===== config.mk =====
export PLATFORM = sky130hd
export DESIGN_NAME = mmt_sync_event_cap
export DESIGN_NICKNAME = d
export VERILOG_FILES = /design/src/rtl/mmt_sync_pkg.sv /design/src/rtl/mmt_sync_single.sv /design/src/rtl/mmt_sync_event_cap.sv
export SDC_FILE = /design/constraint.sdc
export NUM_CORES = 1
export LEC_CHECK = 0
export CAP_MARGIN = 20
export CORE_MARGIN = 2
export CORE_UTILIZATION = 46
export CTS_BUF_LIST = sky130_fd_sc_hd__clkbuf_4
export CTS_CLUSTER_SIZE = 16
export DETAILED_ROUTE_END_ITERATION = 8
export MAX_ROUTING_LAYER = met4
export PLACE_DENSITY = 0.76
export SYNTH_ARGS = -nofsm -noshare
export SYNTH_HDL_FRONTEND = slang
export SYNTH_HIERARCHICAL = 1
export SYNTH_SLANG_ARGS = --single-unit

===== constraint.sdc =====
create_clock -name clk -period 1.5 [get_ports clk]
set_input_delay 0.15 -clock clk [delete_from_list [all_inputs] [get_ports clk]]
set_output_delay 0.15 -clock clk [all_outputs]
set_load 0.1 [all_outputs]

===== src/rtl/mmt_sync_pkg.sv =====
// Shared types and constants for the mmt synchronizer / event capture blocks.
package mmt_sync_pkg;

    typedef enum logic {
        STABLE = 1'b0,
        QUAL   = 1'b1
    } mmt_evt_state_e;

    localparam int MMT_EDGE_RISE = 0;
    localparam int MMT_EDGE_FALL = 1;
    localparam int MMT_EDGE_BOTH = 2;

    // True when an edge toward level `rise` is reported under edge selection `edge_sel`.
    function automatic logic mmt_edge_allowed(input int edge_sel, input logic rise);
        return (edge_sel == MMT_EDGE_BOTH) ||
               (rise  && (edge_sel == MMT_EDGE_RISE)) ||
               (!rise && (edge_sel == MMT_EDGE_FALL));
    endfunction

endpackage


===== src/rtl/mmt_sync_single.sv =====
// Multi-flop level synchronizer for one asynchronous bit into the clk domain.
module mmt_sync_single #(
    parameter int Depth      = 2,
    parameter bit AsyncReset = 1'b1,
    parameter bit AsyncSet   = 1'b0
) (
    input  logic clk,
    input  logic rstn,
    input  logic a,
    output logic s
);

    localparam logic [Depth-1:0] RstVal = {Depth{AsyncSet}};

    logic [Depth-1:0] sync_q;

    generate
        if (AsyncReset || AsyncSet) begin : g_async
            always_ff @(posedge clk or negedge rstn) begin
                if (!rstn) sync_q <= RstVal;
                else       sync_q <= {sync_q[Depth-2:0], a};
            end
        end else begin : g_sync
            always_ff @(posedge clk) begin
                if (!rstn) sync_q <= RstVal;
                else       sync_q <= {sync_q[Depth-2:0], a};
            end
        end
    endgenerate

    assign s = sync_q[Depth-1];

endmodule


===== src/rtl/mmt_sync_event_cap.sv =====
// Synchronize, debounce and edge-detect an async level; present edges as a
// one-entry valid/ready event with a saturating counter and sticky overflow.
module mmt_sync_event_cap
    import mmt_sync_pkg::*;
#(
    parameter int Depth          = 3,
    parameter int DebounceCycles = 4,
    parameter int EdgeSel        = 2,
    parameter int CntWidth       = 8
) (
    input  logic                clk,
    input  logic                rstn,
    input  logic                async_in,
    output logic                level_out,
    output logic                evt_valid,
    input  logic                evt_ready,
    output logic                evt_rise,
    output logic [CntWidth-1:0] evt_count,
    output logic                evt_ovf,
    input  logic                cnt_clr
);

    localparam int DW = $clog2(DebounceCycles + 1);
    localparam logic [DW-1:0] DLast = DW'(DebounceCycles - 1);

    generate
        if (Depth < 2)          begin : g_chk_depth $error("Depth must be >= 2"); end
        if (DebounceCycles < 1) begin : g_chk_db    $error("DebounceCycles must be >= 1"); end
        if (EdgeSel > 2)        begin : g_chk_es    $error("EdgeSel must be <= 2"); end
        if (CntWidth < 2)       begin : g_chk_cw    $error("CntWidth must be >= 2"); end
    endgenerate

    logic s;

    mmt_sync_single #(
        .Depth      (Depth),
        .AsyncReset (1'b1),
        .AsyncSet   (1'b0)
    ) u_sync (
        .clk  (clk),
        .rstn (rstn),
        .a    (async_in),
        .s    (s)
    );

    mmt_evt_state_e state;
    logic [DW-1:0]  dcnt;
    logic           lvl;
    logic           fire;
    logic           report;
    logic           load;
    logic           drop;

    // An edge fires on the cycle the new level completes its qualification run.
    always_comb begin
        fire   = (s != lvl) && ((DebounceCycles == 1) || ((state == QUAL) && (dcnt == DLast)));
        report = fire && mmt_edge_allowed(EdgeSel, s);
        load   = report && (!evt_valid || evt_ready);
        drop   = report && evt_valid && !evt_ready;
    end

    always_ff @(posedge clk or negedge rstn) begin
        if (!rstn) begin
            state <= STABLE;
            dcnt  <= '0;
            lvl   <= 1'b0;
        end else begin
            case (state)
                STABLE: begin
                    if (s == lvl) begin
                        dcnt <= '0;
                    end else if (DebounceCycles == 1) begin
                        lvl <= s;
                    end else begin
                        state <= QUAL;
                        dcnt  <= DW'(1);
                    end
                end
                QUAL: begin
                    if (s == lvl) begin
                        state <= STABLE;
                        dcnt  <= '0;
                    end else if (dcnt == DLast) begin
                        lvl   <= s;
                        state <= STABLE;
                        dcnt  <= '0;
                    end else begin
                        dcnt <= dcnt + DW'(1);
                    end
                end
                default: begin
                    state <= STABLE;
                    dcnt  <= '0;
                end
            endcase
        end
    end

    always_ff @(posedge clk or negedge rstn) begin
        if (!rstn) begin
            evt_valid <= 1'b0;
            evt_rise  <= 1'b0;
            evt_count <= '0;
            evt_ovf   <= 1'b0;
        end else begin
            if (load) begin
                evt_valid <= 1'b1;
                evt_rise  <= s;
            end else if (evt_valid && evt_ready) begin
                evt_valid <= 1'b0;
            end

            // A coincident clear still counts the edge reported in the same cycle.
            if (cnt_clr)
                evt_count <= {{(CntWidth-1){1'b0}}, report};
            else if (report && (evt_count != '1))
                evt_count <= evt_count + CntWidth'(1);

            if (drop)         evt_ovf <= 1'b1;
            else if (cnt_clr) evt_ovf <= 1'b0;
        end
    end

    assign level_out = lvl;

endmodule


==> results by stage <==
Global routing:
- The total global routing overflow is 0.
- The first-pass GRT wire length is 3.07 mm.
- Entering global routing, the biggest net connects 20 pins.
- In the global route stage, overall resource usage came out at 0.207.
- The number of antenna violations at the first check in global routing is 0.
- The number of global-route vias before repair was 688.

Clock tree:
- The longest clock path from root to sink contains 2 buffers.
- The worst-skew pair later-pin latency is 280 ps.
- TritonCTS built the clock tree.
- The number of buffers created by CTS is 3.
- The tree is rooted in a clkbuf_4.
- The count of H-tree levels built during CTS is 1.
- The CTS sink count is 19.
- The clock-pin transition on the worst setup and hold timing paths is 110 ps.

Route:
- The count of nets left with antenna violations once routing finished came out at 0.
- The starting DRC count in detailed routing is 5.
- For this run, design rule violations remaining after detail routing come to 0.
- The number of search-and-repair iterations in the first detailed-routing pass is 4.
- The total routed wirelength is 1.95 mm.
- In the final routed layout, each cell accounts on average for 14.5 um.
- The via count is 701.
- Using the TritonRoute via totals, the vias-per-cell ratio works out to 5.23.

STA:
- The pin slew with the least headroom to its limit is 251 ps.
- The share of the clock period used by the worst path is 1.02.
- The relative slew slack is 0.833.
- The final worst clock skew is 1.37 ps.
- Setup repair after global routing could not meet its margin everywhere.
- The final number of hold-violating endpoints is 0.
- The final-report max-slew violation count was 0.
- Setup violations remaining at the end of the flow were counted as 2.
- The worst path in the final design needs a cycle of 1530 ps, including I/O delays and setup.
- The final sum of negative setup slack is -47.5 ps.
- The highest attainable clock frequency is 655 MHz.
- In the post-route analysis, the smallest setup slack over all paths is -26.6 ps.

Synth:
- The yosys synthesis warning count is 6.
- The number of nets handed over by synthesis was 80.
- The instance count of the mapped netlist is 73.
- Counting flops and latches in the post-synthesis netlist gives 19.
- In this run the cell area of the synthesized design comes to 828 um2.
- Of the synthesized area, sequential elements account for 0.574.
- In this run the mean area of a mapped cell was 11.3 um2.
- After synthesis, the netlist uses 28 different library cells.

Floorplanning:
- The I/O pin count is 17.
- The area of the die is 2160 um2.
- The initial utilization of the core area, before any placement, comes to 0.485.
- The area of the core is 1710 um2.
- The die width is 46.4 um.
- The total number of placement rows is 15.
- The overall die height is 46.4 um.

Worst setup path:
- The signal on the critical path passes through ha_2 -> and3b_2 -> o2111ai_4 -> buf_4 -> o21ai_0 -> a21oi_2.
- The startpoint of the most critical setup path is dcnt[0]$_DFF_PN0_.
- The critical path class is reg2reg.
- The critical path capture point type is a flop.
- The largest stage delay on the critical path is 370 ps.
- Of all nets on the critical path, the largest fanout is 4.
- The startpoint class of the critical path is a flop.
- The arrival time of the worst setup path is 1700 ps.
- On the critical path, the stage with the largest delay is an instance of dfrtp_1.
- The start of the worst register-to-register path is dcnt[0]$_DFF_PN0_.
- The required time of the critical path is 1670 ps.

Status:
- The run finished, with violations left.
- The checks that failed: setup timing.

Final layout:
- The final layout net count is 117.
- The area growth from synthesis to final layout is 69.2%.
- The repair_antennas step left the layout with diodes totalling 0.
- The layout cell share with drive strength beyond 1 is 0.523.

Power and ir drop:
- The total power is 1.56 mW.
- IR analysis of the VDD net gives a maximum drop of 1360 uV.
- The power density over cell area is 1110 nW/um2.
- The static leakage power is 0.572 nW.

Placement:
- The routability-driven placement congestion ratio is 0.758.
- The half-perimeter wire length of the detailed placement result is 1.31 mm.
- In this run the tool buffered the top-level ports with 16 buffer cells.

Flow run:
- The number of max-capacitance violations reported is 0.

Worst hold path:
- The path class of the tightest hold or removal check is in2async.
stage by stage:
step           utilization  hold slack (ps)  worst slack, ps  cells  instance area [um2]
6_report             0.821              193            -26.6    134                 1400
5_1_grt              0.821              229            -97.1    134                 1400
4_1_cts              0.794              192            -27.7    131                 1360
3_5_place_dp         0.768              341            -51.2    126                 1310
3_3_place_gp         0.768              333             8.29    126                 1310
2_1_floorplan            -             -146             -149     73                  903
repair_timing:
action | CTS | global route
endpoints found under the hold margin | 0 | 0
cloned | 0 | 0
hold buffers | 0 | 0
pin swaps | 1 | 1
buffers inserted | 1 | 3
setup endpoints to repair | 5 | 6
gates resized for setup | 3 | 4
where the power goes:
| group | switching, mW | total, mW | internal, mW |
|---|---|---|---|
| registers | 0.0702 | 0.667 | 0.597 |
| logic | 0.375 | 0.644 | 0.268 |
| clock network | 0.150 | 0.249 | 0.0988 |
worst paths after layout:
| path | slack [ps] | to | cells past startpoint |
|---|---|---|---|
| min in group clk | 300 | u_sync/sync_q[0]$_DFF_PN0_ | 1 |
| setup / recovery | -30 | evt_count[7]$_DFFE_PN0P_ | 6 |
| hold reg to reg | 360 | u_sync/sync_q[2]$_DFF_PN0_ | 0 |
| hold / removal | 190 | evt_count[6]$_DFFE_PN0P_ | 2 |
| setup reg to reg | -30 | evt_count[7]$_DFFE_PN0P_ | 6 |
| max in group asynchronous | 1080 | evt_count[1]$_DFFE_PN0P_ | 2 |
worst max-delay path: cells and delay by family (launching register included):
family                   cells  cell delay (ps)
AO/OA/AOI/OAI                3              440
buffers and inverters        1              180
AND/OR/NAND/NOR              1              260
flip-flops                   1              370
adder cells (fa/ha/maj)      1              180
layer usage:
layer	routed length, um	vias up	GRT usage
met5	0	-	-
met4	48	0	0.0629
met3	73	6	0.0235
met2	1050	20	0.342
met1	773	343	0.266
li1	-	332	-
cell usage in the layout (no fill, tap or decap), types with 3 or more instances in the layout:
| cell type | count |
|---|---|
| clkbuf_4 | 3 |
| a21oi_1 | 4 |
| nand2_1 | 5 |
| inv_1 | 4 |
| or3_1 | 3 |
| nor2_1 | 4 |
| buf_4 | 18 |
| buf_12 | 12 |
| o21ai_0 | 4 |
| dfrtp_4 | 8 |
| clkdlybuf4s50_1 | 4 |
| dfrtp_1 | 9 |
cell families after synthesis:
| kind of cell | synth area share |
|---|---|
| and+or+nand+nor | 0.163 |
| DFF | 0.574 |
| AOI/OAI and AO/OA | 0.134 |
| buffers and inverters | 0.0287 |
| muxes | 0.0393 |
| xor gates and xnor gates | 0.0302 |
| adders and majority gates | 0.0302 |
state kept, by name, indices dropped and copies added, names as in the netlist:
register       count
dcnt               3
evt_count          8
evt_ovf            1
evt_rise           1
evt_valid          1
level_out          1
state              1
u_sync/sync_q      3
cells in the mapped netlist:
| library cell | number | area share |
|---|---|---|
| buf_2 | 1 | 0.0060 |
| o21ai_0 | 4 | 0.024 |
| a21oi_1 | 5 | 0.030 |
| o21a_1 | 1 | 0.0091 |
| nand2_1 | 5 | 0.023 |
| and3b_1 | 1 | 0.011 |
| nand3_1 | 4 | 0.024 |
| nand4_1 | 1 | 0.0076 |
| or3_1 | 4 | 0.030 |
| o22ai_1 | 2 | 0.015 |
| mux2i_1 | 1 | 0.012 |
| buf_1 | 1 | 0.0045 |
| a31o_2 | 1 | 0.011 |
| and3_1 | 1 | 0.0076 |
| nor2b_1 | 1 | 0.0076 |
| o211ai_4 | 1 | 0.026 |
| inv_1 | 4 | 0.018 |
| nor3b_1 | 2 | 0.018 |
| dfrtp_1 | 19 | 0.57 |
| xor2_2 | 1 | 0.020 |
| or4_1 | 1 | 0.0091 |
| o31ai_1 | 1 | 0.0091 |
| nor2_1 | 4 | 0.018 |
| nand2b_1 | 1 | 0.0076 |
| ha_1 | 2 | 0.030 |
| mux2_2 | 2 | 0.027 |
| o2111ai_1 | 1 | 0.011 |
| xor2_1 | 1 | 0.011 |
layout make-up:
cell class                      instances  area [um2]
Sequential cell                        19         508
Timing Repair Buffer                   34         415
Multi-Input combinational cell         48         404
Fill cell                              98         307
Tap cell                               25        31.3
Clock buffer                            3        22.5
Inverter                                4        15.0
Clock inverter                          1        5.00
Power figures use the tool's default switching activity.
